==> src/rtl/bn_stat_pkg.sv <==
// bn_stat_pkg: shared FSM states and default range-scale constants for the range-BN statistics stage
package bn_stat_pkg;
  typedef enum logic [1:0] {IDLE = 2'd0, ACCUM = 2'd1, CALC = 2'd2, DONE = 2'd3} state_e;
  localparam int RS_MB16  = 54;
  localparam int RS_MB32  = 49;
  localparam int RS_MB64  = 44;
  localparam int RS_MB128 = 41;
  // Q8 C(n) ~= 1/(2*sqrt(2*ln n)) for the supported batch sizes
  function automatic int default_range_scale(input int mb);
    return mb == 16 ? RS_MB16 : mb == 32 ? RS_MB32 : mb == 128 ? RS_MB128 : RS_MB64;
  endfunction
endpackage

==> src/rtl/range_tracker.sv <==
// range_tracker: running signed max/min of a sample stream
//   clk, rst_n      clock, async active-low reset
//   load_i          load x_i into both max and min (first sample of a batch)
//   upd_i           fold x_i into the running max/min
//   x_i             signed sample
//   max_o, min_o    running extremes
module range_tracker #(
  parameter int DATA_WIDTH = 16
) (
  input  logic                         clk,
  input  logic                         rst_n,
  input  logic                         load_i,
  input  logic                         upd_i,
  input  logic signed [DATA_WIDTH-1:0] x_i,
  output logic signed [DATA_WIDTH-1:0] max_o,
  output logic signed [DATA_WIDTH-1:0] min_o
);
  logic signed [DATA_WIDTH-1:0] max_q, min_q;
  always_ff @(posedge clk or negedge rst_n) begin
    if (!rst_n) begin
      max_q <= '0;
      min_q <= '0;
    end else if (load_i) begin
      max_q <= x_i;
      min_q <= x_i;
    end else if (upd_i) begin
      max_q <= x_i > max_q ? x_i : max_q;
      min_q <= x_i < min_q ? x_i : min_q;
    end
  end
  assign max_o = max_q;
  assign min_o = min_q;
endmodule

==> src/rtl/range_stat_unit.sv <==
// range_stat_unit: batch mean and range-based std dev of MINI_BATCH samples
//   clk, rst_n                 clock, async active-low reset
//   start                      begin a batch (IDLE only)
//   x_in, x_valid, x_ready     sample stream, accepted on x_valid && x_ready
//   busy                       not IDLE
//   avg_out, stan_dev_out      results, held until the next DONE
//   valid_avg, valid_stan_dev  one-cycle pulse in DONE
module range_stat_unit
  import bn_stat_pkg::*;
#(
  parameter int DATA_WIDTH  = 16,
  parameter int MINI_BATCH  = 64,
  parameter int ADDR_WIDTH  = $clog2(MINI_BATCH),
  parameter int FRAC_BITS   = 8,
  parameter int RANGE_SCALE = default_range_scale(MINI_BATCH)
) (
  input  logic                         clk,
  input  logic                         rst_n,
  input  logic                         start,
  input  logic signed [DATA_WIDTH-1:0] x_in,
  input  logic                         x_valid,
  output logic                         x_ready,
  output logic                         busy,
  output logic signed [DATA_WIDTH-1:0] avg_out,
  output logic        [DATA_WIDTH-1:0] stan_dev_out,
  output logic                         valid_avg,
  output logic                         valid_stan_dev
);
  localparam int SW = DATA_WIDTH + ADDR_WIDTH;
  localparam int PW = DATA_WIDTH + 17;
  localparam logic [PW-1:0] SD_MAX = PW'((64'd1 << (DATA_WIDTH - 1)) - 64'd1);
  state_e                       state_q, state_d;
  logic        [ADDR_WIDTH-1:0] cnt_q;
  logic signed [SW-1:0]         sum_q;
  logic signed [DATA_WIDTH-1:0] avg_q, max_v, min_v;
  logic        [DATA_WIDTH-1:0] sd_q, sd_sat;
  logic        [DATA_WIDTH:0]   rng;
  logic        [PW-1:0]         prod, sd;
  logic                         acc, last;
  assign acc  = state_q == ACCUM && x_valid;
  assign last = acc && cnt_q == ADDR_WIDTH'(MINI_BATCH - 1);
  always_comb begin
    state_d        = state_q == IDLE  ? (start ? ACCUM : IDLE) :
                     state_q == ACCUM ? (last ? CALC : ACCUM) :
                     state_q == CALC  ? DONE : IDLE;
    x_ready        = state_q == ACCUM;
    busy           = state_q != IDLE;
    valid_avg      = state_q == DONE;
    valid_stan_dev = state_q == DONE;
  end
  always_ff @(posedge clk or negedge rst_n) begin
    if (!rst_n) state_q <= IDLE;
    else        state_q <= state_d;
  end
  range_tracker #(.DATA_WIDTH(DATA_WIDTH)) u_trk (
    .clk    (clk),
    .rst_n  (rst_n),
    .load_i (acc && cnt_q == '0),
    .upd_i  (acc && cnt_q != '0),
    .x_i    (x_in),
    .max_o  (max_v),
    .min_o  (min_v)
  );
  // max >= min, so the sign-extended difference is a non-negative (DATA_WIDTH+1)-bit value
  assign rng    = {max_v[DATA_WIDTH-1], max_v} - {min_v[DATA_WIDTH-1], min_v};
  assign prod   = PW'(rng) * PW'(RANGE_SCALE);
  assign sd     = prod >> FRAC_BITS;
  assign sd_sat = sd > SD_MAX ? SD_MAX[DATA_WIDTH-1:0] : sd[DATA_WIDTH-1:0];
  always_ff @(posedge clk or negedge rst_n) begin
    if (!rst_n) begin
      cnt_q <= '0;
      sum_q <= '0;
      avg_q <= '0;
      sd_q  <= '0;
    end else begin
      if (state_q == IDLE && start) begin
        cnt_q <= '0;
        sum_q <= '0;
      end else if (acc) begin
        cnt_q <= cnt_q + 1'b1;
        sum_q <= sum_q + SW'(x_in);
      end
      if (state_q == CALC) begin
        avg_q <= DATA_WIDTH'(sum_q >>> ADDR_WIDTH);
        sd_q  <= sd_sat;
      end
    end
  end
  assign avg_out      = avg_q;
  assign stan_dev_out = sd_q;
endmodule

==> config.mk <==
export PLATFORM = sky130hd
export DESIGN_NAME = range_stat_unit
export DESIGN_NICKNAME = d
export VERILOG_FILES = /design/src/rtl/bn_stat_pkg.sv /design/src/rtl/range_tracker.sv /design/src/rtl/range_stat_unit.sv
export SDC_FILE = /design/constraint.sdc
export NUM_CORES = 1
export LEC_CHECK = 0
export ABC_AREA = 0
export CAP_MARGIN = 20
export CELL_PAD_IN_SITES_DETAIL_PLACEMENT = 0
export CELL_PAD_IN_SITES_GLOBAL_PLACEMENT = 1
export CORE_UTILIZATION = 50
export DETAILED_ROUTE_END_ITERATION = 8
export GPL_TIMING_DRIVEN = 1
export PLACE_DENSITY_LB_ADDON = 0.1
export REMOVE_ABC_BUFFERS = 1
export SETUP_SLACK_MARGIN = 0.2
export SLEW_MARGIN = 10
export SYNTH_ARGS = -nofsm -noshare
export SYNTH_HDL_FRONTEND = slang
export SYNTH_SLANG_ARGS = --single-unit
export TNS_END_PERCENT = 5
==> constraint.sdc <==
create_clock -name clk -period 8.3 [get_ports clk]
set_input_delay 1.66 -clock clk [delete_from_list [all_inputs] [get_ports clk]]
set_output_delay 1.66 -clock clk [all_outputs]
set_load 0.005 [all_outputs]
# Word level (Yosys, flattened, before mapping)
# Cells that the tools add are included.
[totals]
out_inout_bits = 36
register_bits = 94
inputBits = 20
wordCells = 49
[op_classes]
n_reduce_logical = 15
eq_ne = 4
n_lt_le_gt_ge = 3
muxes = 16
addsub = 3
multipliers = 1
[op_table]
columns = ["op", "n"]
rows = [
  ["$mux 16", 6],
  ["$mux 22", 2],
  ["$add 22x16->22", 1],
  ["$mul 17x4->21 const B", 1],
  ["$sub 16x16->17", 1],
  ["$gt 16x16->1", 1],
  ["$lt 16x16->1", 1],
  ["$gt 15x15->1 const B", 1],
  ["$mux 15", 1],
  ["$mux 6", 2],
  ["$reduce_bool 2->1", 5],
  ["$mux 2", 4],
  ["$add 6x1->6 const B", 1],
  ["$eq 6x6->1 const B", 1],
  ["$logic_not 6->1", 1],
  ["$reduce_bool 6->1", 1],
  ["$logic_and 1x1->1", 5],
  ["$eq 2x2->1 const B", 2],
  ["$reduce_and 2->1", 2],
  ["$eq 2x1->1 const B", 1],
  ["$logic_not 2->1", 1],
  ["$mux 1", 1],
]

# Longest topological paths before layout
[depth]
depth_word = 6
depth_mapped = 23
depth_no_buf = 23

# Modules after synthesis
# Synthesis repeated with hierarchy kept, for this count alone.
[hier_totals]
hier_cells = 826
area_unflattened_um2 = 7500.9
[modules_own_cells]
columns = ["mod", "cells_per_inst", "n_inst", "area_each_um2", "seq_area_each_um2"]
rows = [
  ["range_stat_unit", 642, 1, 5410.2, 1526.5],
  ["range_tracker", 184, 1, 2090.8, 800.8],
]

# Least setup slack after synthesis
# No wires, ideal clock.
[synth_timing]
path_type = "reg-to-reg"
from = "reg u_trk.min_q[1] (netlist: u_trk.min_o[1])"
to = "reg sd_q[12] (netlist: stan_dev_out[12])"
n_path_buf = 0
setup_ns = 0.137
required_time_ns = 8.163
arrival_ns = 4.574
setup_slack_ns = 3.588
synth_period_minus_slack_ns = 4.712
stages_incl_launch_ff = 24
path_cell_list = "dfrtp_1 inv_1 ha_1 nor2b_1 o31a_1 o31a_1 nor2_1 a21oi_1 a21o_1 xnor2_1 inv_1 ha_1 inv_1 fa_1 inv_1 ha_1 a21o_1 a21o_1 a21o_1 a21oi_1 o21ai_1 a21o_1 a2111oi_0 nor3_1"
[synth_between]
elab_chain_len = 4
[synth_lines]
columns = ["element", "line", "rtl"]
rows = [
  ["start: declaration", "range_tracker.sv:18", "logic signed [DATA_WIDTH-1:0] max_q, min_q;"],
  ["start signal: assignment", "range_tracker.sv:25", "min_q <= x_i;"],
  ["start signal: assignment", "range_tracker.sv:28", "min_q <= x_i < min_q ? x_i : min_q;"],
  ["$sub 16x16->17 *", "range_stat_unit.sv:65", "assign rng = {max_v[DATA_WIDTH-1], max_v} - {min_v[DATA_WIDTH-1], min_v};"],
  ["$mul 17x4->21 *", "range_stat_unit.sv:66", "assign prod = PW'(rng) * PW'(RANGE_SCALE);"],
  ["$gt 15x15->1", "range_stat_unit.sv:68", "assign sd_sat = sd > SD_MAX ? SD_MAX[DATA_WIDTH-1:0] : sd[DATA_WIDTH-1:0];"],
  ["$mux 15 *", "range_stat_unit.sv:68", ""],
  ["end signal: assignment", "range_stat_unit.sv:85", "sd_q <= sd_sat;"],
  ["end: declaration", "range_stat_unit.sv:36", "logic [DATA_WIDTH-1:0] sd_q, sd_sat;"],
]
# Every way passes the cells marked *; elsewhere a longest branch is shown, timed or not.
# A chain may end at the register's enable or synchronous reset.

# Final worst setup path
# Ends and elaborated chain as after synthesis.

==> results.ini <==
[status]
status=finished, violations left
violations=design-rule violations

[setup_path]
cp_cell_sequence=inv_1, ha_1, nor2b_1, o31a_1, o31a_1, nor2_1, a21oi_1, a21o_1, xnor2_1, inv_1, ha_1, inv_1, fa_1, inv_1, ha_1, a21o_1, a21o_1, a21o_1, a21oi_1, o21ai_1, a21o_1, a2111oi_0, nor3_1
critical_path_required_ns=8.53
crit_path_end_kind=flop
path_class=reg2reg
max_stage_delay_ns=0.49
cp_slowest_cell=fa_1
worstRegToRegCells=23
reg2reg_setup_slack_ns=3.23
cp_common_cell=a21o_1
crit_fanout=4
crit_path_start_kind=flop
path_delay_family=compound AO/OA/AOI/OAI gates
crit_arrival_ns=5.30
cp.depth=23
path_buf_inv=4

[sta]
fin_skew_ns=0.00939
min_period_ns=5.07
finalSetupViolCount=0
slew_violations=0
tightest_slew_ns=1.09
setup_tns_ns=0
slew_headroom_pct=27.2
hold_viol_final=0
rsz0062_at_grt=false
fmax_mhz=197
hold_slack_ns=0.475
fin_crit_sh_pct=61.1

[clock_network]
cts-hold-fix-buffers=0
cts.root.buffer_cell=clkbuf_16
clk_pin_slew_ns=0.07
clkSinkCount=93
numCtsBuffers=9
cts_tree=done
post_cts_buffers=0
cts_resized=0
clock_path_buffers=2
clk_latency_ns=0.35
htree_levels=3

[grt]
grt_overflow_total=0
antenna_found_initial=0
grt_pass1_vias=5458
track_usage_pct=21.3
grt_max_degree=77
grt_first_pass_wirelength_um=25400

[place]
hpwl_um=11500
globalplace.congestion=0.817
io_buffer_count=54
placement.cell_area_mm2=0.00813

[synthesis]
synth-edff-count=0
synthSimpleGateAreaFrac_pct=13.5
syn-cell-area_mm2=0.00741
synth-xor-area-share_pct=5.55
ys.warnings.count=0
synth_area_leaders=dfrtp_1, ha_1, inv_1
ys_seq_area_share_pct=31.4
netlist.area_leader.share_pct=31.4
netlist-cell-type-count=67
synth-compound-area-share_pct=15.7
synth.avg_cell_area_um2=9.16
synthCells=809
synthMuxAreaShare_pct=5.08
synthAdderAreaFrac_pct=21.9
synth_area_leader_cell=dfrtp_1
synth_top_family_by_area=adder cells
async_flop_share_pct=100
synth_seq_cells=93
synth-main-ff-cell=dfrtp_1

[min_path]
worstHoldPathType=reg2reg
hold_path_depth=2

[layout]
syn2layout_area_growth_pct=13.8
final_core_util_pct=58.3
diodes=0
stdcell_area_mm2=0.00844
nets=1002
drive_gt1_share_pct=6.71

[die]
die_h_um=124
io_pins=56
row_count=44
die_w_um=124
die_area_mm2=0.0153
core_mm2=0.0145
start_util_pct=51.2

[routing]
viasPerCell=5.38
wl_per_cell_um=14.3
wirelength_um=15000
drt_iter0_markers=163
drc=1
via_count=5641
drtAntennaViolNets=0
first_pass_iters=7

[flow_run]
max_cap_violations=0

==> metal layers <==
metal	vias up	track usage (%)	wire [um]
li1	2875	-	-
met1	2686	27.5	7240
met2	64	36.5	7210
met3	16	2.24	273
met4	0	8.36	303
met5	-	0	0
==> synthesized netlist by cell type, drive strengths merged (2+ instances only) <==
master	n
or2	6
nand4	8
o31a	2
o21bai	6
a22o	2
inv	113
a41oi	3
o211a	2
nand2	103
ha	106
nor2	26
nor4	4
a21oi	35
o31ai	5
a21o	19
o21ai	52
buf	7
o221ai	2
clkbuf	10
and4	2
a2111oi	2
xnor2	24
mux2	29
or3	11
o21a	9
nor2b	11
nand3	9
and2	3
a211o	3
nor3	10
fa	15
mux2i	5
dfrtp	93
and3	8
a32o	3
xor2	23
a211oi	8
nand2b	9
o2111ai	4
a21boi	3
a31oi	3
o211ai	3
==> path summary, 6_finish.rpt <==
path                               endpoint             from
max                        stan_dev_out[12]   u_trk.min_o[1]
min                         stan_dev_out[2]  stan_dev_out[2]
max reg2reg                stan_dev_out[12]   u_trk.min_o[1]
min reg2reg                 stan_dev_out[2]  stan_dev_out[2]
max in group asynchronous         sum_q[15]            rst_n
min in group asynchronous    u_trk.max_o[1]            rst_n
==> layout make-up <==
cell class | count | area [um^2]
fill | 1324 | 6040
multi-input combinational | 586 | 4580
sequential | 93 | 2330
timing repair buffer | 58 | 588
inverter | 113 | 424
clock buffer | 12 | 246
tap | 184 | 230
clock inverter | 2 | 35.0
==> cells by family after synthesis <==
group                      after synthesis
xor gates and xnor gates                47
other                                    1
DFF                                     93
buffers and inverters                  130
AOI/OAI and AO/OA                      172
and+or+nand+nor                        211
muxes                                   34
adders and majority gates              121
==> layout by cell type, fill, tap and decap left out, types with 9 or more instances in the layout <==
| cell | synthesis | routed |
|---|---|---|
| mux2_1 | 9 | 9 |
| inv_1 | 113 | 113 |
| xor2_1 | 23 | 23 |
| nor3_1 | 10 | 10 |
| ha_1 | 106 | 106 |
| a21oi_1 | 34 | 34 |
| clkdlybuf4s50_1 | 0 | 53 |
| nor2b_1 | 10 | 10 |
| xnor2_1 | 24 | 24 |
| nand2_1 | 103 | 103 |
| mux2_2 | 20 | 20 |
| dfrtp_1 | 93 | 93 |
| fa_1 | 15 | 15 |
| clkbuf_16 | 0 | 9 |
| a21o_1 | 19 | 19 |
| o21a_1 | 9 | 9 |
| nand3_1 | 9 | 9 |
| o21ai_0 | 48 | 48 |
| nor2_1 | 26 | 25 |
| or3_1 | 10 | 10 |
==> per-stage QoR <==
step	setup WS, ns	cells
global placement	3.32	1033
CTS	3.19	1047
detailed placement	3.21	1033
global route	2.76	1048
floorplan	3.59	792
finish	3.23	1048
==> flip-flops by register name, summed over array words and instances (netlist names) <==
signal and flops:
u_trk.min_o 16, u_trk.max_o 16, sum_q 22, cnt_q 6, avg_out 16, stan_dev_out 15, state_q 2
==> tightest hold or removal path: stages (launching register included) <==
cell     delay (ns)
dfrtp_1        0.34
nand2_1        0.04
o21ai_0        0.06
Power is not shown: default switching activity piles up to over one toggle a cycle in this logic, so the estimate is an artifact.
